File: config.mk
export PLATFORM = sky130hd
export DESIGN_NAME = chess_clock_ctrl
export DESIGN_NICKNAME = d
export VERILOG_FILES = /design/src/rtl/chess_clock_ctrl.sv
export SDC_FILE = /design/constraint.sdc
export NUM_CORES = 1
export LEC_CHECK = 0
export CAP_MARGIN = 20
export CORE_MARGIN = 2
export CORE_UTILIZATION = 55
export CTS_BUF_LIST = sky130_fd_sc_hd__clkbuf_8
export CTS_CLUSTER_SIZE = 12
export DETAILED_ROUTE_END_ITERATION = 6
export PLACE_DENSITY = 0.79
export REMOVE_ABC_BUFFERS = 1
export SLEW_MARGIN = 40
export SYNTH_ARGS = -nofsm -noshare
export SYNTH_HDL_FRONTEND = slang
export SYNTH_SLANG_ARGS = --single-unit
File: constraint.sdc
create_clock -name clk -period 2.8 [get_ports clk]
set_clock_uncertainty 0.1 [all_clocks]
set_input_delay 0.56 -clock clk [delete_from_list [all_inputs] [get_ports clk]]
set_output_delay 0.56 -clock clk [all_outputs]
set_load 0.01 [all_outputs]
File: src/rtl/chess_clock_ctrl.sv
// Two-player chess clock sequencer: debounced buttons drive the game FSM, which produces
// counter load, per-player one-second tick enables, display select and flag-fall tracking.
module chess_clock_ctrl #(
  parameter int TICK_DIV = 50_000_000,
  parameter int LOCKOUT  = 1_000_000
) (
  input  logic       clk,
  input  logic       reset,
  input  logic       btn_start,
  input  logic       btn_a,
  input  logic       btn_b,
  input  logic       btn_pause,
  input  logic [2:0] preset_a,
  input  logic [2:0] preset_b,
  input  logic       zero_a,
  input  logic       zero_b,
  output logic       load,
  output logic       tick_a,
  output logic       tick_b,
  output logic       jugador,
  output logic [2:0] preset_a_q,
  output logic [2:0] preset_b_q,
  output logic       flag_a,
  output logic       flag_b,
  output logic [2:0] state_o
);

  localparam int PW = (TICK_DIV > 1) ? $clog2(TICK_DIV) : 1;
  localparam int LW = $clog2(LOCKOUT + 1);

  typedef enum logic [2:0] {
    S_IDLE    = 3'd0,
    S_RUN_A   = 3'd1,
    S_RUN_B   = 3'd2,
    S_PAUSE_A = 3'd3,
    S_PAUSE_B = 3'd4,
    S_TIMEOUT = 3'd5
  } state_t;

  state_t          r_state;
  logic [PW-1:0]   r_presc;
  logic [LW-1:0]   r_lock;
  logic [3:0]      r_sync1, r_sync2, r_sync3;
  logic            r_load, r_tick_a, r_tick_b, r_jug, r_flag_a, r_flag_b;
  logic [2:0]      r_pa_q, r_pb_q;

  logic [3:0]      w_raw, w_evt;
  logic            w_start, w_a, w_b, w_pause;
  logic            w_run_b, w_zero_cur, w_move_cur, w_term;

  // Button vector order: {pause, b, a, start}
  assign w_raw   = {btn_pause, btn_b, btn_a, btn_start};
  assign w_evt   = (r_lock == '0) ? (r_sync2 & ~r_sync3) : 4'b0000;
  assign w_start = w_evt[0];
  assign w_a     = w_evt[1];
  assign w_b     = w_evt[2];
  assign w_pause = w_evt[3];

  assign w_run_b    = (r_state == S_RUN_B);
  assign w_zero_cur = w_run_b ? zero_b : zero_a;
  assign w_move_cur = w_run_b ? w_b : w_a;
  assign w_term     = (r_presc == PW'(TICK_DIV - 1));

  always_ff @(posedge clk or negedge reset) begin
    if (!reset) begin
      r_sync1  <= '0;
      r_sync2  <= '0;
      r_sync3  <= '0;
      r_state  <= S_IDLE;
      r_presc  <= '0;
      r_lock   <= '0;
      r_load   <= 1'b1;
      r_tick_a <= 1'b0;
      r_tick_b <= 1'b0;
      r_jug    <= 1'b0;
      r_flag_a <= 1'b0;
      r_flag_b <= 1'b0;
      r_pa_q   <= '0;
      r_pb_q   <= '0;
    end else begin
      r_sync1  <= w_raw;
      r_sync2  <= r_sync1;
      r_sync3  <= r_sync2;
      r_tick_a <= 1'b0;
      r_tick_b <= 1'b0;
      if (r_lock != '0) r_lock <= r_lock - LW'(1);

      case (r_state)
        S_IDLE: begin
          r_load <= 1'b1;
          r_pa_q <= preset_a;
          r_pb_q <= preset_b;
          if (w_start) begin
            r_state <= S_RUN_A;
            r_load  <= 1'b0;
            r_presc <= '0;
            r_jug   <= 1'b0;
            r_lock  <= LW'(LOCKOUT);
          end
        end

        S_RUN_A, S_RUN_B: begin
          if (w_zero_cur) begin
            // Flag fall beats every button; the running player's counter is frozen.
            r_state <= S_TIMEOUT;
            if (w_run_b) r_flag_b <= 1'b1;
            else         r_flag_a <= 1'b1;
          end else begin
            if (w_term) begin
              r_presc <= '0;
              if (w_run_b) r_tick_b <= 1'b1;
              else         r_tick_a <= 1'b1;
            end else begin
              r_presc <= r_presc + PW'(1);
            end
            // Pause keeps the partial second; a move discards it.
            if (w_pause) begin
              r_state <= w_run_b ? S_PAUSE_B : S_PAUSE_A;
              if (!w_term) r_presc <= r_presc;
              r_lock  <= LW'(LOCKOUT);
            end else if (w_move_cur) begin
              r_state <= w_run_b ? S_RUN_A : S_RUN_B;
              r_jug   <= ~w_run_b;
              r_presc <= '0;
              r_lock  <= LW'(LOCKOUT);
            end
          end
        end

        S_PAUSE_A, S_PAUSE_B: begin
          if (w_pause) begin
            r_state <= (r_state == S_PAUSE_B) ? S_RUN_B : S_RUN_A;
            r_lock  <= LW'(LOCKOUT);
          end else if (w_start) begin
            r_state <= S_IDLE;
            r_load  <= 1'b1;
            r_jug   <= 1'b0;
            r_lock  <= LW'(LOCKOUT);
          end
        end

        S_TIMEOUT: begin
          if (w_start) begin
            r_state  <= S_IDLE;
            r_load   <= 1'b1;
            r_jug    <= 1'b0;
            r_flag_a <= 1'b0;
            r_flag_b <= 1'b0;
            r_lock   <= LW'(LOCKOUT);
          end
        end

        default: begin
          r_state <= S_IDLE;
          r_load  <= 1'b1;
        end
      endcase
    end
  end

  assign load       = r_load;
  assign tick_a     = r_tick_a;
  assign tick_b     = r_tick_b;
  assign jugador    = r_jug;
  assign preset_a_q = r_pa_q;
  assign preset_b_q = r_pb_q;
  assign flag_a     = r_flag_a;
  assign flag_b     = r_flag_b;
  assign state_o    = r_state;

endmodule
==> results of run 1 <==
-- routing by layer --
| layer | wire (um) | GRT usage, % | vias to the layer above |
|---|---|---|---|
| met3 | 483 | 4.27 | 16 |
| met1 | 3850 | 33.4 | 1599 |
| li1 | - | - | 1548 |
| met4 | 144 | 8.81 | 0 |
| met2 | 4200 | 35.2 | 111 |
| met5 | 0 | 0 | - |
-- metrics by stage --
stage          instances  instance area [um^2]  utilization (%)
3_5_place_dp         505                  4270             63.2
2_1_floorplan        378                  3720                -
5_1_grt              524                  4580             67.8
4_1_cts              521                  4520             66.8
3_3_place_gp         505                  4270             63.1
6_report             524                  4580             67.8
-- cell families after synthesis --
kind of cell | Yosys count
and+or+nand+nor | 168
adders and majority gates | 4
DFF | 73
xor gates and xnor gates | 17
muxes | 15
AOI/OAI and AO/OA | 93
buffers and inverters | 29
-- registers in the layout (all words and copies together), names as in the netlist, 3 cells and up --
register	flops
preset_b_q	3
state_o	3
r_presc	26
r_sync3	4
r_sync1	4
preset_a_q	3
r_lock	20
r_sync2	4
-- repair_timing --
| item | CTS | global route |
|---|---|---|
| resized for setup | 0 | 11 |
| cloned | 0 | 0 |
| endpoints found under the hold margin | 0 | 0 |
| pin swaps | 1 | 4 |
| buffers inserted | 0 | 3 |
| setup endpoints to repair | 1 | 1 |
-- cell usage in the layout (no fill, tap or decap), types with 8 or more instances in the layout --
cell / Yosys / final
nand2_1: 29 / 29
buf_4: 0 / 20
dfrtp_1: 72 / 72
inv_1: 8 / 8
clkdlybuf4s50_1: 0 / 27
nor4_1: 9 / 9
nor3_1: 13 / 13
nand4_1: 17 / 17
xnor2_1: 10 / 10
nand2b_1: 8 / 8
nand3_1: 26 / 25
nor2_1: 25 / 23
o21ai_0: 40 / 39
clkbuf_8: 0 / 10
a21oi_1: 25 / 25
and3_1: 8 / 8
mux2i_1: 9 / 9
-- path summary, 6_finish.rpt --
path                          endpoint  slack, ns
min                         r_lock[14]       0.12
min reg2reg                 r_sync2[0]       0.26
max reg2reg                 state_o[0]       0.07
max                         state_o[0]       0.07
min in group clk            r_sync2[0]       0.26
max in group asynchronous  r_presc[20]       2.03
-- cell type report --
cell class,count,area [um^2]
fill,507,2170
sequential,73,1830
tap,80,100
inverter,8,30.0
multi-input combinational,297,1910
timing repair buffer,50,472
clock inverter,6,108
clock buffer,10,138
-- report_power, final --
group,total [mW],internal [mW],switching [mW]
combinational,0.101,0.0486,0.0528
clock,1.01,0.613,0.395
sequential,1.13,1.09,0.0386
-- worst max-delay path, stage by stage, from the launching register on --
cell	delay, ns
dfrtp_1	0.40
or4_4	0.58
nor4_4	0.31
nand3_2	0.14
inv_2	0.12
ha_4	0.20
nor2_2	0.14
o31ai_2	0.09
a31oi_2	0.22
a2111oi_4	0.07
a221o_1	0.26
==> results.json, run 1 <==
{
  "cts_inserted_buffers": 9,
  "track_usage_pct": 23.3,
  "holdBufCountCts": 0,
  "p_total_mw": 2.24,
  "drive_gt1_share_pct": 14.4,
  "clock-root-buffer": "clkbuf_8",
  "route.detailed.drc": 0,
  "cts_tree": "built",
  "wl_per_cell_um": 16.6,
  "finalCritPeriodShare_pct": 97.3,
  "synth.most_common_cell": "dfrtp_1",
  "ir_worst_vdd_uv": 366,
  "ant_nets": 0,
  "holdWs_ns": 0.125,
  "nets": 457,
  "synth_cells": 399,
  "gp_congestion": 0.943,
  "fp.dieW_um": 87.4,
  "async_reset_ff_share_pct": 100,
  "synth_ff_type": "dfrtp_1",
  "worstSetupEndpointType": "register",
  "synthTopCellsByCount": "72 x dfrtp_1, 40 x o21ai_0, 29 x nand2_1",
  "min_path_type": "in -> async",
  "drv_cap": 0,
  "synth_cell_types": 52,
  "clock_latency_ns": 0.35,
  "detailroute.via_count": 3274,
  "die_area_mm2": 0.00764,
  "power_density_mw_per_mm2": 488,
  "ys.warnings.count": 0,
  "routed_wl_um": 8680,
  "startpoint_type": "register",
  "synthAdderAreaFrac_pct": 1.31,
  "rows": 30,
  "pre_cts_ws_ns": -0.0180,
  "rsz0062_at_grt": "yes",
  "synth_top_cell_by_area": "dfrtp_1",
  "r2r_start": "r_lock[6]",
  "netlist_area_mm2": 0.00382,
  "status": "completed",
  "grt_first_pass_wirelength_um": 14100,
  "fmax_mhz": 367,
  "power_leakage_nw": 1.87,
  "io_pins": 29,
  "crit_start": "r_lock[6]",
  "io_buffers": 28,
  "setup_viol_count_final": 0,
  "crit_arrival_ns": 2.87,
  "dp_hpwl_um": 5750,
  "synth-simple-area-share_pct": 24.3,
  "slew_viol_final": 0,
  "synth-xor-area-share_pct": 3.89,
  "max-slew-margin-rel_pct": 56.8,
  "worstRegToRegCells": 10,
  "cts.sinks": 73,
  "setup_ws_ns": 0.0744,
  "synth.avg_cell_area_um2": 9.59,
  "synth_seq_cells": 73,
  "grt_max_degree": 74,
  "htree_levels": 3,
  "synth_compound_area_share_pct": 15.0,
  "critical_path_class": "reg -> reg",
  "synth_area_leaders": "dfrtp_1 47%, o21ai_0 5.2%, nand3_1 3.4%",
  "grt_antenna_before_repair": 0,
  "path_max_fanout": 4,
  "overflow": 0,
  "synth_top_area_share_pct": 47.1,
  "routed_via_density": 6.25,
  "n_antenna_cell": 0,
  "worst_pin_slew_ns": 0.643,
  "die-height_um": 87.4,
  "core_mm2": 0.00676,
  "ys_seq_area_share_pct": 47.8,
  "tns_ns": 0,
  "clk_pin_slew_ns": 0.08,
  "fin_crit_ns": 2.73,
  "areaGrowthSynthToFinish_pct": 19.8,
  "drt_iter0_markers": 294,
  "hold_viol": 0,
  "firstDrtPassIters": 5,
  "synth_top_family_by_area": "simple AND/OR/NAND/NOR gates",
  "initial_utilization_pct": 56.6,
  "required_ns": 2.94,
  "synth_edf_count": 0,
  "synth_mux_area_share_pct": 4.12,
  "cts_buffer_depth": 2,
  "grt_pass1_vias": 2990
}
Note: power is estimated with default switching activity, not from simulation.
==> run 2, diff against run 1 <==
CTS_CLUSTER_SIZE = not set   (was 12)
==> results of run 2 <==
No change in the layout: final DEF, timing and power equal those of run 1.
==> run 3, diff against run 2 <==
--- a/config.mk
+++ b/config.mk
@@ -11,4 +11,5 @@
 export CTS_BUF_LIST = sky130_fd_sc_hd__clkbuf_8
 export DETAILED_ROUTE_END_ITERATION = 6
+export MAX_ROUTING_LAYER = met4
 export PLACE_DENSITY = 0.79
 export REMOVE_ABC_BUFFERS = 1
==> constraint.sdc (replaced) <==
create_clock -name clk -period 2.8 [get_ports clk]
set_clock_uncertainty 0.1 [all_clocks]
set_input_delay 0.28 -clock clk [delete_from_list [all_inputs] [get_ports clk]]
set_output_delay 0.28 -clock clk [all_outputs]
set_load 0.01 [all_outputs]
==> run 3 against run 2 <==
- worst setup slack improved by 0.045 ns
- sequential share of layout area increased by 0.42 points
- wire length increased by 0.26%
- hold slack improved by 0.13 ns
- non-clock buffer count increased by 4
- sequential power about the same
- final cell count increased by 0.76%
- clock-buffer cell count decreased by 1
- critical path depth unchanged
- sequential cell count unchanged
- register-to-register slack improved by 0.04 ns
==> results.json, run 3 (synthesized netlist as in run 1, its figures left out) <==
{
  "status": "completed",
  "cts_inserted_buffers": 9,
  "gp_congestion": 1.09,
  "grt_busiest_layer": "met2",
  "grt_pass1_vias": 3057,
  "io_pins": 29,
  "dp_cells": 511,
  "r2r_slack_ns": 0.12,
  "max-slew-margin-rel_pct": 56.3,
  "cts_tree": "built",
  "postCtsSetupBuffers": 0,
  "largestRegisters": "r_presc x26, r_lock x20",
  "routed_wl_um": 8700,
  "fmax_mhz": 373,
  "final_util_pct": 67.1,
  "grt_util_met3_pct": 4.36,
  "overflow": 0,
  "io_buffers": 28,
  "initial_utilization_pct": 56.6,
  "drv_cap": 0,
  "hold_viol": 0,
  "wl_per_cell_um": 16.5,
  "clk_pin_slew_ns": 0.08,
  "finalCritPeriodShare_pct": 95.7,
  "grt_first_pass_wirelength_um": 14500,
  "hold_path_end": "r_sync2[1]",
  "startpoint_type": "register",
  "power_leakage_nw": 1.87,
  "grtUsageMet2_pct": 36.6,
  "hold_depth": 0,
  "worstRegToRegCells": 10,
  "firstDrtPassIters": 5,
  "die_area_mm2": 0.00764,
  "largest_register_ffs": 26,
  "critical_path_class": "reg -> reg",
  "required_ns": 2.94,
  "slew_viol_final": 0,
  "rows": 30,
  "r2r-end": "state_o[0]",
  "grt_max_degree": 74,
  "cts.sinks": 73,
  "clock_latency_ns": 0.34,
  "r2r_start": "r_lock[4]",
  "areaGrowthSynthToFinish_pct": 18.5,
  "path_max_fanout": 4,
  "htree_levels": 3,
  "power_density_mw_per_mm2": 467,
  "fin_cells": 528,
  "routed_via_density": 6.16,
  "core_mm2": 0.00676,
  "final_cell_mix": "72 x dfrtp_1, 39 x o21ai_0, 29 x nand2_1, 27 x clkdlybuf4s50_1",
  "grtUsageMet1_pct": 34.5,
  "dp_hpwl_um": 5960,
  "cts_buffer_depth": 2,
  "ir_worst_vdd_uv": 402,
  "min_path_type": "reg -> reg",
  "ant_nets": 0,
  "worstSetupEndpointType": "register",
  "setup_viol_count_final": 0,
  "die-height_um": 87.4,
  "detailroute.via_count": 3254,
  "fin_crit_ns": 2.68,
  "route.detailed.drc": 0,
  "track_usage_pct": 24.8,
  "fillers": 522,
  "crit_arrival_ns": 2.82,
  "worst_pin_slew_ns": 0.651,
  "n_antenna_cell": 0,
  "drive_gt1_share_pct": 13.6,
  "pre_cts_ws_ns": -0.0231,
  "setup_ws_ns": 0.119,
  "clock-root-buffer": "clkbuf_8",
  "fp.dieW_um": 87.4,
  "top_register": "r_presc",
  "tns_ns": 0,
  "drt_iter0_markers": 220,
  "final_common_cell": "dfrtp_1",
  "nets": 461,
  "grt_antenna_before_repair": 0,
  "min-delay-start": "r_sync1[1]"
}
[run 3: layout make-up]
class	count	area (um^2)	share of cell area [%]
clock inverters	7	87.6	1.93
clock buffers	9	124	2.73
inverters	8	30.0	0.662
repair buffers	54	479	10.6
well taps	80	100	2.21
flip-flops and latches	73	1830	40.3
multi-input cells	297	1890	41.6
[run 3: power by group]
group	leakage, nW	internal [mW]	total [mW]	switching (mW)
sequential	0.910	1.09	1.13	0.0396
combinational	0.845	0.0527	0.106	0.0532
clock	0.114	0.495	0.882	0.386
[run 3: per-stage QoR]
stage               hold slack (ns)  power (mW)  area (um^2)
floorplan                    -0.116        1.18         3720
global placement              0.233        1.25         4290
detailed placement            0.232        1.25         4290
CTS                           0.255        2.13         4510
global route                  0.260        2.20         4530
finish                        0.254        2.12         4530
[run 3: worst max-delay path: stages, from the launching register on]
cell	delay, ns
dfrtp_1	0.42
or4_4	0.59
nor4_4	0.21
nand3_2	0.12
inv_1	0.12
ha_1	0.26
nor2_2	0.11
o31ai_1	0.07
a31oi_1	0.24
a2111oi_4	0.07
a221o_1	0.26
[run 3: metal layers]
metal	up-vias	part of all wire (%)
met1	1578	45
met4	0	1.9
met2	106	48
met3	19	5.4
met5	-	0
li1	1551	-
[run 3: worst max path at each step]
stage	depth (start not counted)	from	to
2_1_floorplan	6	state_o[1]	r_presc[18]
3_3_place_gp	10	r_lock[4]	state_o[0]
3_5_place_dp	10	r_lock[4]	state_o[0]
4_1_cts	10	r_lock[4]	state_o[0]
5_1_grt	12	r_lock[0]	state_o[0]
6_report	10	r_lock[4]	state_o[0]
[run 3: what timing repair did]
item / in CTS / in global routing
setup endpoints to repair: 1 / 2
pin swaps: 0 / 2
gates resized for setup: 1 / 4
hold endpoints to repair: 72 / 0
gates cloned: 0 / 0
hold buffers: 1 / 0
